--- config.mk ---
export PLATFORM = sky130hd
export DESIGN_NAME = ddr_rd_arbiter
export DESIGN_NICKNAME = d
export VERILOG_FILES = /design/src/rtl/ap_ddr_pkg.sv /design/src/rtl/rr_arb2.sv /design/src/rtl/ddr_rd_arbiter.sv
export SDC_FILE = /design/constraint.sdc
export NUM_CORES = 1
export LEC_CHECK = 0
export ABC_AREA = 1
export ABC_CLOCK_PERIOD_IN_PS = 1990
export CAP_MARGIN = 20
export CORE_ASPECT_RATIO = 1.4
export CORE_MARGIN = 4
export CORE_UTILIZATION = 45
export DETAILED_ROUTE_END_ITERATION = 8
export PLACE_DENSITY = 0.9
export REMOVE_ABC_BUFFERS = 1
export SYNTH_ARGS = -nofsm -noshare
export SYNTH_HDL_FRONTEND = slang
export SYNTH_SLANG_ARGS = --single-unit
--- constraint.sdc ---
create_clock -name clk -period 1.99 [get_ports clk]
set_input_delay 0.597 -clock clk [delete_from_list [all_inputs] [get_ports clk]]
set_output_delay 0.597 -clock clk [all_outputs]
set_load 0.01 [all_outputs]
--- src/rtl/ap_ddr_pkg.sv ---
// Shared definitions for the DDR read arbiter: state encoding, requester IDs
// and default widths.
package ap_ddr_pkg;

    localparam int DEF_ADDR_WIDTH = 28;
    localparam int DEF_DATA_WIDTH = 64;
    localparam int DEF_LEN_WIDTH  = 10;

    typedef enum logic [1:0] {
        IDLE  = 2'd0,
        BURST = 2'd1,
        DONE  = 2'd2
    } state_t;

    localparam logic REQ_ISA = 1'b0;
    localparam logic REQ_DAT = 1'b1;

endpackage

--- src/rtl/rr_arb2.sv ---
// Two-way round-robin picker; the last-grant register resets to DATA so ISA
// wins the first tie.
module rr_arb2
    import ap_ddr_pkg::*;
(
    input  logic       clk,
    input  logic       rst,
    input  logic [1:0] req,
    input  logic       take,
    output logic       any,
    output logic       pick
);

    logic last;

    always_comb begin
        any  = req[REQ_ISA] | req[REQ_DAT];
        pick = REQ_ISA;
        if (req[REQ_ISA] && req[REQ_DAT]) begin
            pick = ~last;
        end else if (req[REQ_DAT]) begin
            pick = REQ_DAT;
        end
    end

    always_ff @(posedge clk or negedge rst) begin
        if (!rst) begin
            last <= REQ_DAT;
        end else if (take && any) begin
            last <= pick;
        end
    end

endmodule

--- src/rtl/ddr_rd_arbiter.sv ---
// Shares the DDR burst-read port between the instruction refill path and the
// data load path; one burst per grant, beats steered to the owner only.
//
// state | meaning
// IDLE  | waiting for a request; beats from DDR ignored
// BURST | rd_burst_req high, forwarding beats to owner until finish
// DONE  | owner's done pulse (zero-length grants spend one extra cycle here)
module ddr_rd_arbiter
    import ap_ddr_pkg::*;
#(
    parameter int DDR_ADDR_WIDTH = ap_ddr_pkg::DEF_ADDR_WIDTH,
    parameter int DATA_WIDTH     = ap_ddr_pkg::DEF_DATA_WIDTH,
    parameter int LEN_WIDTH      = ap_ddr_pkg::DEF_LEN_WIDTH
) (
    input  logic                      clk,
    input  logic                      rst,

    input  logic                      isa_req,
    input  logic [DDR_ADDR_WIDTH-1:0] isa_addr,
    input  logic [LEN_WIDTH-1:0]      isa_len,
    output logic                      isa_rd_valid,
    output logic [DATA_WIDTH-1:0]     isa_rd_data,
    output logic [LEN_WIDTH-1:0]      isa_rd_cnt,
    output logic                      isa_done,

    input  logic                      dat_req,
    input  logic [DDR_ADDR_WIDTH-1:0] dat_addr,
    input  logic [LEN_WIDTH-1:0]      dat_len,
    output logic                      dat_rd_valid,
    output logic [DATA_WIDTH-1:0]     dat_rd_data,
    output logic [LEN_WIDTH-1:0]      dat_rd_cnt,
    output logic                      dat_done,

    output logic                      rd_burst_req,
    output logic [DDR_ADDR_WIDTH-1:0] rd_burst_addr,
    output logic [LEN_WIDTH-1:0]      rd_burst_len,
    input  logic                      rd_burst_data_valid,
    input  logic [DATA_WIDTH-1:0]     rd_burst_data,
    input  logic                      rd_burst_finish,

    output logic                      busy
);

    state_t                   state;
    logic                     owner;
    logic [LEN_WIDTH-1:0]     len_q;
    logic [LEN_WIDTH-1:0]     cnt;

    logic                     any;
    logic                     pick;
    logic                     take;
    logic [DDR_ADDR_WIDTH-1:0] g_addr;
    logic [LEN_WIDTH-1:0]     g_len;

    assign take = (state == IDLE);

    rr_arb2 u_rr_arb2 (
        .clk  (clk),
        .rst  (rst),
        .req  ({dat_req, isa_req}),
        .take (take),
        .any  (any),
        .pick (pick)
    );

    always_comb begin
        g_addr = isa_addr;
        g_len  = isa_len;
        if (pick == REQ_DAT) begin
            g_addr = dat_addr;
            g_len  = dat_len;
        end
    end

    always_ff @(posedge clk or negedge rst) begin
        if (!rst) begin
            state         <= IDLE;
            owner         <= REQ_ISA;
            len_q         <= '0;
            cnt           <= '0;
            rd_burst_req  <= 1'b0;
            rd_burst_addr <= '0;
            rd_burst_len  <= '0;
            isa_rd_valid  <= 1'b0;
            isa_rd_data   <= '0;
            isa_rd_cnt    <= '0;
            isa_done      <= 1'b0;
            dat_rd_valid  <= 1'b0;
            dat_rd_data   <= '0;
            dat_rd_cnt    <= '0;
            dat_done      <= 1'b0;
            busy          <= 1'b0;
        end else begin
            isa_rd_valid <= 1'b0;
            dat_rd_valid <= 1'b0;
            case (state)
                IDLE: begin
                    if (any) begin
                        owner      <= pick;
                        len_q      <= g_len;
                        cnt        <= '0;
                        isa_rd_cnt <= '0;
                        dat_rd_cnt <= '0;
                        busy       <= 1'b1;
                        if (g_len != '0) begin
                            state         <= BURST;
                            rd_burst_req  <= 1'b1;
                            rd_burst_addr <= g_addr;
                            rd_burst_len  <= g_len;
                        end else begin
                            state <= DONE;
                        end
                    end
                end
                BURST: begin
                    // Beats past the latched length are dropped; cnt saturates at len.
                    if (rd_burst_data_valid && (cnt < len_q)) begin
                        cnt <= cnt + 1'b1;
                        if (owner == REQ_ISA) begin
                            isa_rd_valid <= 1'b1;
                            isa_rd_data  <= rd_burst_data;
                            isa_rd_cnt   <= cnt + 1'b1;
                        end else begin
                            dat_rd_valid <= 1'b1;
                            dat_rd_data  <= rd_burst_data;
                            dat_rd_cnt   <= cnt + 1'b1;
                        end
                    end
                    if (rd_burst_finish) begin
                        state        <= DONE;
                        rd_burst_req <= 1'b0;
                        if (owner == REQ_ISA) begin
                            isa_done <= 1'b1;
                        end else begin
                            dat_done <= 1'b1;
                        end
                    end
                end
                DONE: begin
                    // Arriving from IDLE (zero length) the pulse is not yet up.
                    if (isa_done || dat_done) begin
                        isa_done <= 1'b0;
                        dat_done <= 1'b0;
                        busy     <= 1'b0;
                        state    <= IDLE;
                    end else if (owner == REQ_ISA) begin
                        isa_done <= 1'b1;
                    end else begin
                        dat_done <= 1'b1;
                    end
                end
                default: begin
                    state <= IDLE;
                end
            endcase
        end
    end

endmodule

==> results.yml, run 1 <==
status:
  status: "finished with violations"
  violations: "negative setup slack"
floorplan:
  die_h_um: 178.3
  die_area_um2: 23130
  io-pin-count: 338
  num_rows: 62
  start_util: 0.4554
  die_w_um: 129.7
  core_area_um2: 20480
synth:
  synth_mux_area_frac: 0.03005
  synth_top_family_by_area: "simple AND/OR/NAND/NOR gates"
  yosys.area_share.simple: 0.2167
  synth_area_um2: 9326
  synth_compound_area_frac: 0.1113
  yosys_register_bits: 216
  yosysSeqAreaShare: 0.5797
  synth_edf_count: 0
  syn_inst: 1054
  synthAdderAreaFrac: 0.01342
  yosysUniqueCellTypes: 29
  synthArstFlopShare: 1.000
  ys_warn_count: 0
  syn_avg_cell_area_um2: 8.849
  synth_xor_area_frac: 0
  ys.flop_type: "dfrtp_1"
min_path:
  hold_path_class: "in2async"
place:
  place_hpwl_um: 21830
  placed_cells: 1649
  routabilityCongestion: 0.9339
  port_buffers: 337
final_layout:
  final_common_cell: "nand2_1"
  final_cells: 1723
  nets: 1610
  antenna_cells: 0
  drive_above_1_share: 0.1595
  area_delta_synth_final_pct: 59.50
  most-common-layout-cells: "nand2_1, dfrtp_1, dlygate4sd2_1, o21ai_0, clkdlybuf4s50_1"
  utilization: 0.7264
grt:
  antenna_found_initial: 0
  grt_pass1_wl_um: 46930
  overflow: 0
  track_usage: 0.2537
  grt_max_degree: 79
  grt_pass1_vias: 9106
clock_network:
  cts_tree: "yes"
  cts_sinks: 216
  hold_buffers: 0
  cts_buffers: 21
  clockBufferDepth: 3
  path_clk_slew_ps: 70
  cts-htree-levels: 1
  root_buffer: "clkbuf_16"
  clk_latency_ps: 510
sta:
  finalCritPeriodShare: 1.010
  report.final.slew_viol_count: 0
  setup_viol: 10
  finalHoldViolCount: 0
  worst_pin_slew_ps: 562.8
  fin_skew_ps: 21.73
  max_freq_ghz: 0.4975
  rsz0062_at_grt: "true"
  setup_tns_ps: -94.48
  fin_crit_ps: 2010
  postLayoutSetupSlackWorst_ps: -19.92
  maxSlewHeadroom: 0.6248
critical_path:
  reg2reg_slack_ps: -20
  r2r-end: "rd_burst_addr[13]"
  cp.arrival_ps: 2360
  crit-reg2reg-launch: "u_rr_arb2.last"
  path_buf_inv: 2
  reg2regPathDepth: 11
  crit_fanout: 9
  end_kind: "flip-flop"
  critPathTopFamily: "simple AND/OR/NAND/NOR gates"
  crit_type: "reg2reg"
  cp_slowest_stage_delay_ps: 570
  crit_slowest_cell: "dfstp_2"
  required_ps: 2340
  path_cells: "nand2_4 > nand2_4 > buf_6 > nand2_2 > nand2_1 > nand2_1 > nor2_4 > nand3_4 > nand2_8 > clkbuf_16 > o21ai_0"
  critPathLaunchType: "flip-flop"
power_and_ir_drop:
  cellPowerDensity_nw_per_um2: 1420
  leakagePower_nw: 7.826
  ir_worst_vdd_mv: 0.9395
detailed_routing:
  ant_nets: 0
  dr.pass1.iters: 5
  drt_wl_total_um: 35940
  vias: 9517
  via_per_inst: 5.524
  drcViolationCount: 0
  avgRoutedWirePerCell_um: 20.86
  drt_iter0_drc: 605
flow_run:
  cap_violations: 0
[synthesized netlist by cell type, drive strengths merged (3+ instances only)]
cell type / n / share of area
mux2i: 28 / 0.030
nand3: 39 / 0.021
nand2: 425 / 0.18
inv: 36 / 0.014
nand3b: 5 / 0.0040
dfrtp: 215 / 0.58
ha: 10 / 0.013
clkbuf: 27 / 0.011
a21oi: 12 / 0.0064
nor3: 3 / 0.0016
nor2: 26 / 0.011
o21ai: 188 / 0.10
buf: 35 / 0.023
[registers in the layout, summed over array words and instances (netlist names)]
name	flops
dat_rd_data	64
isa_rd_data	64
rd_burst_addr	28
cnt	10
dat_rd_cnt	10
isa_rd_cnt	10
len_q	10
rd_burst_len	10
state	2
busy	1
dat_done	1
dat_rd_valid	1
isa_done	1
isa_rd_valid	1
owner	1
rd_burst_req	1
u_rr_arb2.last	1
[cell type report]
type | instances | area, um2
clock buffer | 30 | 629.4
clock inverter | 6 | 111.4
fill | 1426 | 5604
inverter | 36 | 135.1
multi-input combinational | 741 | 3811
sequential | 216 | 5406
tap | 256 | 320.3
timing repair buffer | 438 | 4462
[power breakdown]
part           internal (mW)  switching [mW]
sequential              6.19           0.981
combinational           4.13            5.55
clock                   2.58            1.69
[metal layers]
metal	vias up	share of wire	track usage
met1	4635	0.35	0.2814
met5	-	0	0
li1	4207	-	-
met2	553	0.52	0.4688
met4	0	0.048	0.1023
met3	122	0.082	0.05033
[what timing repair did]
item / 4_1_cts / 5_1_grt
endpoints found under the setup margin: 228 / 199
pin swaps: 0 / 11
cloned: 0 / 23
gates resized for setup: 183 / 114
endpoints found under the hold margin: 0 / 0
buffers inserted: 0 / 16
[how the worst max path moves through the flow]
stage                                    from                 to  slack (ps)  cells after the start
final                          u_rr_arb2.last  rd_burst_addr[13]         -20                     11
after global routing                 len_q[3]    isa_rd_data[20]        -130                     10
after CTS                              cnt[3]    isa_rd_data[59]         -50                      8
after detailed placement  rd_burst_data_valid    isa_rd_data[59]        -520                      9
after global placement                dat_req  rd_burst_addr[10]        -380                     10
after floorplan                        cnt[5]       isa_rd_valid       -3520                      6
[cell families after synthesis]
kind of cell,Yosys count
AO/OA/AOI/OAI,200
adder cells (fa/ha/maj),10
buffers and inverters,98
flip-flops,216
multiplexers,28
AND/OR/NAND/NOR,502
[per-stage QoR]
step	area, um2	worst slack, ps	hold WS (ps)	power (mW)
after detailed placement	13370	-524.0	458.6	16.55
after global placement	13370	-377.7	451.7	16.14
after CTS	13900	-46.27	93.85	19.82
final	14880	-19.92	72.03	21.12
after global routing	14880	-125.9	106.8	22.23
after floorplan	9006	-3517	301.4	10.82
(Power assumes the default switching activity.)
==> run 2, diff against run 1 <==
--- a/config.mk
+++ b/config.mk
@@ -12,7 +12,7 @@
 export CORE_MARGIN = 4
 export CORE_UTILIZATION = 45
 export DETAILED_ROUTE_END_ITERATION = 8
-export PLACE_DENSITY = 0.9
+export PLACE_DENSITY = 0.81
 export REMOVE_ABC_BUFFERS = 1
 export SYNTH_ARGS = -nofsm -noshare
 export SYNTH_HDL_FRONTEND = slang
==> run 2 against run 1 <==
Against the previous run: the flow still finishes with violations (negative setup slack); first-iteration DRC count fell by 18%; design area fell by 0.68%; sequential cell count did not move; critical path type unchanged.
==> results.yml, run 2 (synthesis gave the netlist of run 1 again) <==
min_path:
  hold_path_class: "in2async"
grt:
  grt_max_degree: 79
  antenna_found_initial: 1
  track_usage: 0.2469
  overflow: 0
  grt_pass1_wl_um: 45930
  grt_pass1_vias: 8918
status:
  status: "finished with violations"
  violations: "negative setup slack"
final_layout:
  drive_above_1_share: 0.1464
  ff_latch_area_um2: 5406
  most-common-layout-cells: "nand2_1, dfrtp_1, dlygate4sd2_1, o21ai_0, clkdlybuf4s50_1"
  area_delta_synth_final_pct: 58.41
  multi_input_area_um2: 3710
  antenna_cells: 0
  nets: 1604
  final_common_cell: "nand2_1"
  nFillCells: 1517
  utilization: 0.7214
  largest_registers: "dat_rd_data (64), isa_rd_data (64), rd_burst_addr (28)"
sta:
  finalHoldWorstSlack_ps: 54.84
  report.final.slew_viol_count: 0
  worst_pin_slew_ps: 495.6
  fin_crit_ps: 2028
  fin_skew_ps: 7.268
  finalHoldViolCount: 0
  finalCritPeriodShare: 1.019
  setup_tns_ps: -353.9
  setup_viol: 31
  maxSlewHeadroom: 0.6696
  rsz0062_at_grt: "true"
  max_freq_ghz: 0.4932
  postLayoutSetupSlackWorst_ps: -37.60
clock_network:
  cts_buffers: 21
  clk_latency_ps: 490
  cts_sinks: 216
  cts-htree-levels: 1
  cts_tree: "yes"
  path_clk_slew_ps: 60
  clockBufferDepth: 3
  root_buffer: "clkbuf_16"
critical_path:
  crit_fanout: 8
  critPathLaunchType: "flip-flop"
  crit_type: "reg2reg"
  cp.arrival_ps: 2460
  required_ps: 2420
  end_kind: "flip-flop"
floorplan:
  die_h_um: 178.3
  core_area_um2: 20480
  num_rows: 62
  die_w_um: 129.7
  die_area_um2: 23130
  start_util: 0.4554
  io-pin-count: 338
detailed_routing:
  dr.pass1.iters: 5
  drcViolationCount: 0
  vias: 8966
  via_per_inst: 5.219
  ant_nets: 0
  drt_iter0_drc: 499
  avgRoutedWirePerCell_um: 18.30
  drt_wl_total_um: 31440
power_and_ir_drop:
  leakagePower_nw: 7.907
  ir_worst_vdd_mv: 0.8400
  total_power_mw: 20.60
  cellPowerDensity_nw_per_um2: 1394
place:
  pre_cts_ws_ps: -468.3
  routabilityCongestion: 0.8979
  place_hpwl_um: 21410
  port_buffers: 337
flow_run:
  cap_violations: 0
-- run 2: final cells by class --
| class | count | area share |
|---|---|---|
| clock buffer | 27 | 0.03980 |
| clock inverter | 10 | 0.01186 |
| inverter | 36 | 0.009146 |
| multi-input combinational | 741 | 0.2511 |
| sequential | 216 | 0.3659 |
| tap | 256 | 0.02168 |
| timing repair buffer | 432 | 0.3005 |
-- run 2: final timing paths --
kind	endpoint	from	cells after the start	slack (ps)
worst max-delay path	isa_rd_data[44]	len_q[7]	12	-40
worst max register to register	isa_rd_data[44]	len_q[7]	12	-40
worst min register to register	dat_rd_cnt[8]	dat_rd_cnt[8]	2	460
max in group asynchronous	u_rr_arb2.last	rst	2	1310
worst min-delay path	rd_burst_len[6]	rst	1	50
min in group clk	dat_rd_cnt[8]	dat_rd_cnt[8]	2	460
-- run 2: report_power, final --
| group | leakage, nW | total (mW) | switching [mW] | internal, mW |
|---|---|---|---|---|
| clock network | 0.380 | 4.39 | 1.66 | 2.73 |
| registers | 2.74 | 7.10 | 0.913 | 6.19 |
| logic | 4.79 | 9.11 | 5.10 | 4.01 |
| total | 7.91 | 20.6 | 7.67 | 12.9 |
-- run 2: metal layers --
layer | track usage | vias up | share of wire | routed length [um]
met2 | 0.4307 | 393 | 0.51 | 16090
met5 | 0 | - | 0.00048 | 15
met3 | 0.06920 | 84 | 0.090 | 2832
li1 | - | 4194 | - | -
met4 | 0.1057 | 2 | 0.042 | 1312
met1 | 0.2811 | 4293 | 0.36 | 11200
-- run 2: through the flow --
stage | instances | instance area [um2]
finish | 1718 | 14770
global route | 1718 | 14770
CTS | 1688 | 14000
detailed placement | 1651 | 13440
global placement | 1651 | 13440
floorplan | 992 | 9006
-- run 2: critical path, stage by stage (launching register included) --
cell       delay (ps)
dfrtp_1           360
inv_1             110
ha_4              220
nand2_1            50
a21oi_1            50
nor2_1            180
nand3_4           150
buf_6             170
nor2_4            160
buf_12            190
clkbuf_16         170
nand2_1            60
nand2_1            70
-- run 2: timing repair --
item	4_1_cts	5_1_grt
gates cloned	0	15
buffers inserted	0	15
pin swaps	0	13
hold buffers	0	0
resized for setup	168	96
setup endpoints to repair	203	209
